**src/rtl/edge_row_cache.sv**
```systemverilog
// Row-granular adjacency-matrix edge cache: a miss streams the whole source row
// into a single-port block RAM, then the lookup is answered from the RAM.
`ifndef DEFAULT_MAX_NODES
`define DEFAULT_MAX_NODES 8
`endif
`ifndef DEFAULT_INDEX_WIDTH
`define DEFAULT_INDEX_WIDTH 3
`endif
`ifndef DEFAULT_VALUE_WIDTH
`define DEFAULT_VALUE_WIDTH 16
`endif

module edge_row_cache #(
    parameter int unsigned MAX_NODES   = `DEFAULT_MAX_NODES,
    parameter int unsigned INDEX_WIDTH = `DEFAULT_INDEX_WIDTH,
    parameter int unsigned VALUE_WIDTH = `DEFAULT_VALUE_WIDTH,
    parameter int unsigned COUNT_WIDTH = 16
) (
    input  logic                   clock,
    input  logic                   reset,
    input  logic                   rd_valid,
    output logic                   rd_ready,
    input  logic [INDEX_WIDTH-1:0] rd_from,
    input  logic [INDEX_WIDTH-1:0] rd_to,
    output logic                   resp_valid,
    output logic [VALUE_WIDTH-1:0] resp_value,
    output logic                   resp_error,
    output logic                   fill_req,
    output logic [INDEX_WIDTH-1:0] fill_row,
    input  logic                   fill_valid,
    input  logic [VALUE_WIDTH-1:0] fill_data,
    input  logic                   flush,
    output logic [COUNT_WIDTH-1:0] hit_count,
    output logic [COUNT_WIDTH-1:0] miss_count
);

    localparam int unsigned DEPTH  = MAX_NODES * MAX_NODES;
    localparam int unsigned ADDR_W = (DEPTH > 1) ? $clog2(DEPTH) : 1;

    typedef enum logic [1:0] {IDLE, READ, RESP, FILL} state_t;

    state_t                 state_q, state_d;
    logic [INDEX_WIDTH-1:0] from_q, from_d, to_q, to_d, col_q, col_d;
    logic [MAX_NODES-1:0]   valid_q, valid_d, valid_shift_c;
    logic                   pend_q, pend_d, rdy_q;
    logic                   resp_valid_d, resp_error_d, fill_req_d;
    logic [VALUE_WIDTH-1:0] resp_value_d;
    logic [INDEX_WIDTH-1:0] fill_row_d;
    logic [COUNT_WIDTH-1:0] hit_d, miss_d;
    logic                   oor_in_c, oor_q_c, ram_we_c;
    logic [ADDR_W-1:0]      ram_addr_c, rd_addr_c, fill_addr_c;
    logic [VALUE_WIDTH-1:0] mem [DEPTH];
    logic [VALUE_WIDTH-1:0] ram_q;

    // A flush (live or pending) owns the IDLE cycle, so no request is taken then
    assign rd_ready = rdy_q && !flush && !pend_q;

    assign oor_in_c      = (32'(rd_from) >= MAX_NODES) || (32'(rd_to) >= MAX_NODES);
    assign oor_q_c       = (32'(from_q) >= MAX_NODES) || (32'(to_q) >= MAX_NODES);
    assign valid_shift_c = valid_q >> rd_from;
    assign rd_addr_c     = ADDR_W'(32'(from_q) * MAX_NODES + 32'(to_q));
    assign fill_addr_c   = ADDR_W'(32'(from_q) * MAX_NODES + 32'(col_q));

    // Single-port RAM, registered read; contents are deliberately not reset
    always_ff @(posedge clock) begin
        if (ram_we_c) begin
            mem[ram_addr_c] <= fill_data;
        end
        ram_q <= mem[ram_addr_c];
    end

    always_comb begin
        state_d      = state_q;
        from_d       = from_q;
        to_d         = to_q;
        col_d        = col_q;
        valid_d      = valid_q;
        pend_d       = pend_q;
        hit_d        = hit_count;
        miss_d       = miss_count;
        resp_valid_d = 1'b0;
        resp_error_d = 1'b0;
        resp_value_d = resp_value;
        ram_we_c     = 1'b0;
        ram_addr_c   = rd_addr_c;

        case (state_q)
            IDLE: begin
                if (flush || pend_q) begin
                    valid_d = '0;
                    pend_d  = 1'b0;
                end else if (rd_valid) begin
                    from_d = rd_from;
                    to_d   = rd_to;
                    if (oor_in_c) begin
                        state_d = RESP;
                    end else if (valid_shift_c[0]) begin
                        state_d = READ;
                        hit_d   = (hit_count == '1) ? hit_count : hit_count + COUNT_WIDTH'(1);
                    end else begin
                        state_d = FILL;
                        col_d   = '0;
                        miss_d  = (miss_count == '1) ? miss_count : miss_count + COUNT_WIDTH'(1);
                    end
                end
            end
            READ: state_d = RESP;
            RESP: begin
                resp_valid_d = 1'b1;
                resp_error_d = oor_q_c;
                resp_value_d = oor_q_c ? '1 : ram_q;
                state_d      = IDLE;
            end
            FILL: begin
                ram_addr_c = fill_addr_c;
                if (fill_valid) begin
                    ram_we_c = 1'b1;
                    col_d    = col_q + INDEX_WIDTH'(1);
                    if (col_q == INDEX_WIDTH'(MAX_NODES - 1)) begin
                        valid_d = valid_q | (MAX_NODES'(1) << from_q);
                        state_d = READ;
                    end
                end
            end
            default: state_d = IDLE;
        endcase

        // Flush arriving while busy is deferred to the next IDLE cycle
        if (flush && state_q != IDLE) begin
            pend_d = 1'b1;
        end

        fill_req_d = (state_d == FILL);
        fill_row_d = (state_d == FILL) ? from_d : fill_row;
    end

    always_ff @(posedge clock) begin
        if (reset) begin
            state_q    <= IDLE;
            from_q     <= '0;
            to_q       <= '0;
            col_q      <= '0;
            valid_q    <= '0;
            pend_q     <= 1'b0;
            rdy_q      <= 1'b1;
            resp_valid <= 1'b0;
            resp_error <= 1'b0;
            resp_value <= '0;
            fill_req   <= 1'b0;
            fill_row   <= '0;
            hit_count  <= '0;
            miss_count <= '0;
        end else begin
            state_q    <= state_d;
            from_q     <= from_d;
            to_q       <= to_d;
            col_q      <= col_d;
            valid_q    <= valid_d;
            pend_q     <= pend_d;
            rdy_q      <= (state_d == IDLE);
            resp_valid <= resp_valid_d;
            resp_error <= resp_error_d;
            resp_value <= resp_value_d;
            fill_req   <= fill_req_d;
            fill_row   <= fill_row_d;
            hit_count  <= hit_d;
            miss_count <= miss_d;
        end
    end

endmodule

```
**config.mk**
```make
export PLATFORM = sky130hd
export DESIGN_NAME = edge_row_cache
export DESIGN_NICKNAME = d
export VERILOG_FILES = /design/src/rtl/edge_row_cache.sv
export SDC_FILE = /design/constraint.sdc
export NUM_CORES = 1
export LEC_CHECK = 0
export ABC_AREA = 1
export CAP_MARGIN = 20
export CELL_PAD_IN_SITES_DETAIL_PLACEMENT = 0
export CELL_PAD_IN_SITES_GLOBAL_PLACEMENT = 1
export CORE_MARGIN = 2
export CORE_UTILIZATION = 42
export DETAILED_ROUTE_END_ITERATION = 12
export GPL_ROUTABILITY_DRIVEN = 0
export PLACE_DENSITY = 0.71
export SLEW_MARGIN = 20
export SYNTH_ARGS = -nofsm -noshare
export SYNTH_HDL_FRONTEND = slang
export SYNTH_SLANG_ARGS = --single-unit
```
**constraint.sdc**
```tcl
create_clock -name clock -period 2.9 [get_ports clock]
set_clock_uncertainty 0.05 [all_clocks]
set_input_delay 0.58 -clock clock [delete_from_list [all_inputs] [get_ports clock]]
set_output_delay 0.58 -clock clock [all_outputs]
set_load 0.01 [all_outputs]
```
* Word level (Yosys, flattened, before mapping)
Memory sizes are Yosys's and may differ from the RTL's. A register that Yosys moved wholly into a read port is not among the register bits.
Index checks and enable logic that the tools add are counted.
** Storage, ports and cells
- Memories kept :: 1
- Bits in registers :: 74
- RAM bits :: 1024
** Memories
- mem :: depth 64, width 16, rd ports 1, clocked after Yosys merged registers in 1, write ports 1, line 52 : logic [VALUE_WIDTH-1:0] mem [DEPTH];
** Operators by class
- Equality and inequality tests :: 13
- Add/subtract/negate cells :: 5
- Multiplexer cells :: 27
- Reductions and logical operators :: 18
- Bitwise operators :: 5
- Shift-type cells :: 2
** Operators with widths (number)
- adder 16 x 1 -> 16 bit, second input constant :: 2
- == test 16 bit, second input constant :: 2
- two-way mux 8 bit :: 3
- two-way mux 3 bit :: 7
- case mux 8 bit (2 select lines) :: 1
- AND reduction 5 bit :: 3
- adder 6 x 3 -> 6 bit :: 2
- != test 2 bit, second input constant :: 6
- two-way mux 2 bit :: 5
- two-way mux 1 bit :: 8
- bitwise OR 8 bit :: 1
- case mux 2 bit (4 select lines) :: 1
- nonzero test 2 bit :: 4
- left shift 1 x 3 -> 8 bit, first input constant :: 1
- >> shifter 8 x 3 -> 1 bit :: 1
- == test 2 bit, second input constant :: 3
- two-way mux 6 bit :: 1
- case mux 3 bit (2 select lines) :: 1
- logical NOT 2 bit :: 2
- inverter 1 bit :: 4
- AND reduction 4 bit :: 1
- adder 3 x 1 -> 3 bit, second input constant :: 1
- == test 3 bit, second input constant :: 1
- logical AND 1 bit :: 3
- 5 further kinds :: 6

* Depth between registers and ports, before layout
Gate-level depths: netlist of run 1.
- Depth in word-level cells :: 6
- Gate-level depth with buffers :: 16

* Worst setup path before layout of run 1
OpenSTA, ideal clock, no wires.
- Path type :: register -> register
- Start point :: register state_q[0]
- End point :: memory mem[11][0] (netlist bit), enable pin
- Clock period less this slack :: 2498 ps
- Slack :: 402 ps
- Cell stages (with the launch flop) :: 9
- Path buffers :: 2
- Required time :: 2462 ps
- Data arrival time :: 2059 ps
- Cell sequence :: dfxtp_1 nand2_2 nand2_2 nand2_2 inv_2 buf_2 buf_2 nand2_1 nor2_1
** Between the ends
- Word-level cells in the longest chain between the ends :: 4
- Elaborated cells on any way between the ends :: 5
- Those cells by class :: eq/ne (1); mux (4)
** Ends and longest elaborated chain
- start, declared :: line 42 : state_t state_q, state_d;
- start signal, assigned :: line 154 : state_q <= state_d;
- == test 2 bit * :: line 87 : case (state_q)
- two-way mux 1 bit :: line 87
- two-way mux 1 bit :: line 66 : if (ram_we_c) begin
- two-way mux 1 bit (implied by the code) :: line 67 : mem[ram_addr_c] <= fill_data;
- end, declared :: line 52
Mark *: on every way between the ends. The rest lies on a longest branch, timed or not.

* Worst setup path in the final report of run 1
- Start point :: register state_q[1]
- End point :: register ram_q[5] (read register of mem)
** Between the ends
- Word-level cells in the longest chain between the ends :: 2
** Ends and longest elaborated chain
- == test 2 bit :: line 87
- two-way mux 6 bit :: line 87
- end, declared :: line 53 : logic [VALUE_WIDTH-1:0] ram_q;
Every way passes these cells.
A chain may end at the register's enable or synchronous reset.

==> results_dict.tcl, run 1 <==
set metrics [dict create \
    start_util_pct 42.2 \
    gr-usage-all-layers_pct 23.7 \
    dp_hpwl_um 82800 \
    vias 33400 \
    synth_cell_types 32 \
    final_layout_size_suffix_gt1_share_pct 8.15 \
    dp_cells 6328 \
    dpl_worst_slack_ps -216 \
    cp.arrival_ps 3380 \
    clk-insertion-delay-late_ps 700 \
    antenna_found_initial 4 \
    rows 123 \
    fin_nets 4975 \
    synth_area_leader_cell "edfxtp_1" \
    placed_area_um2 51700 \
    chipHeight_um 340 \
    leakage_nw 22.4 \
    yosysWarnings 0 \
    grt_setup_unrepaired "yes" \
    area_delta_synth_final_pct 16.9 \
    die_area_um2 115000 \
    synth_cells 4790 \
    die_x_um 340 \
    max-cap-violations 0 \
    totalWireLength_um 138000 \
    clockBufferDepth 3 \
    grt-ovfl-total 0 \
    drtIter0Drc 2989 \
    critPathKind "register to register" \
    tightestPinTransition_ps 836 \
    fp.coreArea_um2 112000 \
    drc 0 \
    finalSetupViolCount 0 \
    yosys_most_used_dff "edfxtp_1" \
    postRouteAntennaNets 0 \
    cp_data_required_time_ps 3490 \
    synth_commonest_cells "nand2_1 (2598), edfxtp_1 (1024), nand3_1 (345), nor2_1 (204)" \
    hold_violations 0 \
    ir_drop_mv 0.443 \
    grt_pass1_vias 31600 \
    ios 82 \
    cts.htree.levels 3 \
    wl_per_cell_um 21.0 \
    end_kind "register" \
    clkTransAtPathRegs_ps 60 \
    nFillCells 10100 \
    synth_top_area_share_pct 65.0 \
    post-cts-setup-buffers 0 \
    worst_slack_ps 112 \
    power.density_nw_per_um2 638 \
    grt_max_degree 125 \
    synth_most_common_cell "nand2_1" \
    cts_buffers 114 \
    dr.pass1.iters 6 \
    slew_viol_final 0 \
    hold_path_class "input port to register" \
    async_reset_ff_share_pct 0 \
    portBuffers 80 \
    status "completed" \
    max_slew_margin_pct 44.3 \
    yosysSeqAreaShare_pct 68.8 \
    via_per_inst 5.10 \
    ys_ff_latch 1114 \
    synth.net_count 4821 \
    synth_edf_count 1024 \
    clockRootBuffer "clkbuf_16" \
    grt_pass1_wl_um 204000 \
    critPathLaunchType "register" \
    avgSynthCellArea_um2 9.88 \
    max_freq_ghz 0.359 \
    stdcell_count 6543 \
    netlist_area_um2 47300 \
    postCtsHoldBufs 0 \
    design_area_um2 55300 \
    finalCriticalPeriod_ps 2790 \
    synth_area_leaders "edfxtp_1 (65%), nand2_1 (21%), dfxtp_1 (3.8%), nand3_1 (3.6%), nor2_1 (1.6%)" \
    cts_tree "built" \
    period_share_pct 96.1 \
    crit_fanout 55 \
    cts.sinks 1114 \
]
==> power by group <==
part / switching, mW / internal, mW / leakage (nW) / total (mW)
clock: 6.09 / 8.04 / 1.74 / 14.1
combinational: 2.50 / 0.982 / 10.7 / 3.48
sequential: 0.0936 / 17.6 / 9.93 / 17.7
==> kinds of logic after synthesis <==
| kind of cell | count (synthesis) | share of synthesized area [%] |
|---|---|---|
| other cells | 1 | 0.00792 |
| flops | 1114 | 68.8 |
| fa+ha+maj | 4 | 0.106 |
| buf+inv | 348 | 3.09 |
| compound gates | 115 | 1.30 |
| simple gates | 3191 | 26.4 |
| xor+xnor | 17 | 0.315 |
==> cell type report <==
class                   count  area [µm²]  area share (%)
clock inverters            59         469           0.848
diodes                      3        7.51          0.0136
flip-flops and latches   1114       32600            58.9
inverters                  89         347           0.627
repair buffers            297        3530            6.39
clock buffers             153        3090            5.58
well taps                1500        1880            3.39
multi-input cells        3328       13400            24.3
==> cell usage in the layout (no fill, tap or decap), drive strengths merged, types with 13 or more instances in the layout <==
master,Yosys,routed
nand2,2601,2601
edfxtp,1024,1024
nand3,345,345
buf,148,233
nor2,205,205
clkbuf,111,153
dfxtp,90,90
inv,86,88
clkdlybuf4s50,0,64
o21ai,59,59
clkinv,3,50
a21oi,44,44
nor3,18,18
xor2,13,13
==> through the flow <==
step,hold WS (ps),power (mW),utilization (%),setup TNS [ps]
after global routing,141,36.6,49.3,-97.0
after detailed placement,410,21.5,46.1,-113820
after global placement,399,21.5,46.1,-132840
after CTS,132,35.6,49.3,0
after floorplan,377,19.8,-,0
final,155,35.3,49.3,0
==> registers in the layout, indices dropped and copies added, names as in the netlist <==
signal / count
ram_q: 16
state_q: 2
rdy_q: 1
from_q: 3
to_q: 3
valid_q: 8
miss_count: 16
pend_q: 1
mem: 1024
fill_req: 1
resp_valid: 1
col_q: 3
hit_count: 16
fill_row: 3
resp_value: 16
==> what timing repair did <==
action | 4_1_cts | 5_1_grt
gates resized for setup | 4 | 8
endpoints found under the hold margin | 0 | 0
endpoints found under the setup margin | 4 | 191
==> critical path, cell delays in order, from the launching register on <==
cell	delay (ps)
dfxtp_1	360
nand2_2	210
nand2_8	110
nand2_8	170
buf_12	260
buf_16	280
buf_12	190
nand2_1	60
nand2_1	60
nand2_1	50
nand2_1	90
nand2_1	140
nand2_1	130
nand2_1	60
nand3_1	230
nor2_1	100
nor2_1	110
==> worst paths after layout <==
check        slack (ps)         end    startpoint  cells after the start
max reg2reg         110    ram_q[5]    state_q[1]                     16
max                 110    ram_q[5]    state_q[1]                     16
min reg2reg         420  valid_q[6]    valid_q[6]                      2
min                 150  mem[18][1]  fill_data[1]                      1
==> routing by layer <==
| layer | wire length, µm | track usage [%] | vias to the layer above |
|---|---|---|---|
| li1 | - | - | 16100 |
| met1 | 61300 | 33.5 | 16100 |
| met2 | 63500 | 37.5 | 1075 |
| met3 | 9830 | 4.33 | 140 |
| met4 | 3060 | 6.45 | 2 |
| met5 | 7 | 0 | - |
(Power assumes the default switching activity.)
==> run 2: changes to the inputs <==
--- a/config.mk
+++ b/config.mk
@@ -14,6 +14,7 @@
 export DETAILED_ROUTE_END_ITERATION = 12
 export GPL_ROUTABILITY_DRIVEN = 0
 export PLACE_DENSITY = 0.71
+export REMOVE_ABC_BUFFERS = 1
 export SLEW_MARGIN = 20
 export SYNTH_ARGS = -nofsm -noshare
 export SYNTH_HDL_FRONTEND = slang
==> run 2 against run 1 <==
  * Die area stayed put
  * Via count is 0.53% higher
  * Wire length is 1.9% higher
  * Register-to-register slack better by 70 ps
  * Global-route usage is 0.46 points higher
  * First-iteration DRC count is 10% higher
  * Non-clock buffer count is 17 lower
  * Final cell count is 0.18% lower
  * Sequential share of layout area is 0.26 points lower
  * Clock power is 8% higher
==> results_dict.tcl, run 2 (synthesis gave the netlist of run 1 again) <==
set metrics [dict create \
    status "completed" \
    cts_tree "built" \
    met2_usage_pct 37.8 \
    fin_nets 4961 \
    clk-insertion-delay-late_ps 720 \
    period_share_pct 93.7 \
    vias 33600 \
    grt_pass1_wl_um 209000 \
    fp.coreArea_um2 112000 \
    critPathLaunchType "register" \
    max-cap-violations 0 \
    drtIter0Drc 3298 \
    hold_slack_ps 320 \
    area_delta_synth_final_pct 17.4 \
    via_per_inst 5.14 \
    final_common_cell "nand2_1" \
    ios 82 \
    cp_slowest_stage_delay_ps 490 \
    grt.met1_usage_pct 35.1 \
    dr.pass1.iters 6 \
    clockBufferDepth 3 \
    p_int_mw 27.5 \
    path_cells "nand2_4 -> o21ai_4 -> inv_8 -> buf_12 -> buf_4 -> nand2_1 -> nand2_1 -> nand2_1 -> nand2_1 -> nand2_1 -> nand3_1 -> nor2_1 -> nor2_1" \
    cp.arrival_ps 3270 \
    r2r-start "state_q[0]" \
    switching_share_pct 24.4 \
    die_x_um 340 \
    antenna_found_initial 6 \
    max_freq_ghz 0.368 \
    seqPwrFrac_pct 48.6 \
    path_common_cell "nand2_1" \
    postRouteAntennaNets 0 \
    grt_pass1_vias 31700 \
    cp_slowest_cell "dfxtp_1" \
    drc 0 \
    finalSetupViolCount 0 \
    cp_data_required_time_ps 3460 \
    crit_fanout 26 \
    hold_violations 0 \
    totalWireLength_um 140000 \
    end_kind "register" \
    die_area_um2 115000 \
    use_met3_pct 3.32 \
    placed_area_um2 51600 \
    timing.rr.end "ram_q[15]" \
    min_from "fill_data[9]" \
    ir_drop_mv 0.470 \
    layout_common_cells "nand2_1 (2597), edfxtp_1 (1024), nand3_1 (344)" \
    postCtsHoldBufs 0 \
    slew_viol_final 0 \
    rows 123 \
    hold_path_class "input port to register" \
    top_register "mem" \
    gr-max-usage-layer "met2" \
    finalCriticalPeriod_ps 2720 \
    p_total_mw 36.4 \
    cts.sinks 1114 \
    grt-ovfl-total 0 \
    wl_per_cell_um 21.5 \
    max_slew_margin_pct 28.5 \
    cts_buffers 117 \
    post_cts_resized 0 \
    design_area_um2 55600 \
    cts.htree.levels 3 \
    grt_setup_unrepaired "no" \
    dp_hpwl_um 85900 \
    comb_power_share_pct 9.6 \
    largest_reg_flops 1024 \
    p_sw_mw 8.89 \
    final_layout_size_suffix_gt1_share_pct 8.09 \
    post-cts-setup-buffers 0 \
    r2r_slack_ps 180 \
    tightestPinTransition_ps 1070 \
    clockRootBuffer "clkbuf_16" \
    start_util_pct 42.2 \
    critPathKind "register to register" \
    portBuffers 80 \
    gr-usage-all-layers_pct 24.1 \
    pwr-share-clk_pct 41.8 \
    power.density_nw_per_um2 656 \
    grt_max_degree 105 \
    clkTransAtPathRegs_ps 60 \
    ff2ff_path_depth 13 \
    whs_endpoint "mem[31][9]" \
    min_delay_path_depth 1 \
    chipHeight_um 340 \
    leakage_nw 22.5 \
]
[run 2: area by class of cell]
class	count	area, µm²
clock inverter	77	798
timing repair buffer	280	3490
multi-input combinational	3328	13400
inverter	89	349
tap	1500	1880
fill	10100	56600
antenna	1	2.50
clock buffer	142	3080
sequential	1114	32600
[run 2: how the worst max path moves through the flow]
stage | start | to | slack [ps] | depth (start not counted)
2_1_floorplan | state_q[1] | mem[11][0] | -15890 | 5
3_3_place_gp | rd_from[0] | hit_count[9] | -580 | 12
3_5_place_dp | rd_from[0] | hit_count[9] | -550 | 12
4_1_cts | state_q[0] | mem[31][13] | 130 | 9
5_1_grt | state_q[0] | ram_q[2] | 40 | 13
6_report | state_q[0] | ram_q[15] | 180 | 13
[run 2: power by group through the flow]
stage | Combinational (mW) | Sequential [mW] | Clock [mW]
2_1_floorplan | 1.97 | 18.0 | 0
3_3_place_gp | 3.48 | 18.0 | 0
3_5_place_dp | 3.49 | 18.0 | 0
4_1_cts | 3.51 | 17.7 | 15.5
5_1_grt | 3.84 | 17.7 | 16.1
6_report | 3.50 | 17.7 | 15.2
[run 2: critical path, delay by kind of cell (launching register included)]
kind / cells / cell delay, ps
compound gates: 1 / 380
buf+inv: 3 / 520
flops: 1 / 490
simple gates: 9 / 1150
[run 2: routing by layer]
layer  vias up  part of all wire [%]
met5         -                     0
met4         0                   2.5
met3       184                   7.0
met2      1116                    46
met1     16200                    45
li1      16000                     -
[run 2: stage by stage]
stage / instances / util (%) / TNS (ps) / worst slack, ps
3_3_place_gp: 6311 / 46.0 / -15770 / -585
6_report: 6531 / 49.5 / 0 / 183
2_1_floorplan: 4531 / - / - / -15890
3_5_place_dp: 6311 / 46.0 / -15420 / -550
4_1_cts: 6530 / 49.5 / 0 / 132
5_1_grt: 6530 / 49.5 / 0 / 42.6
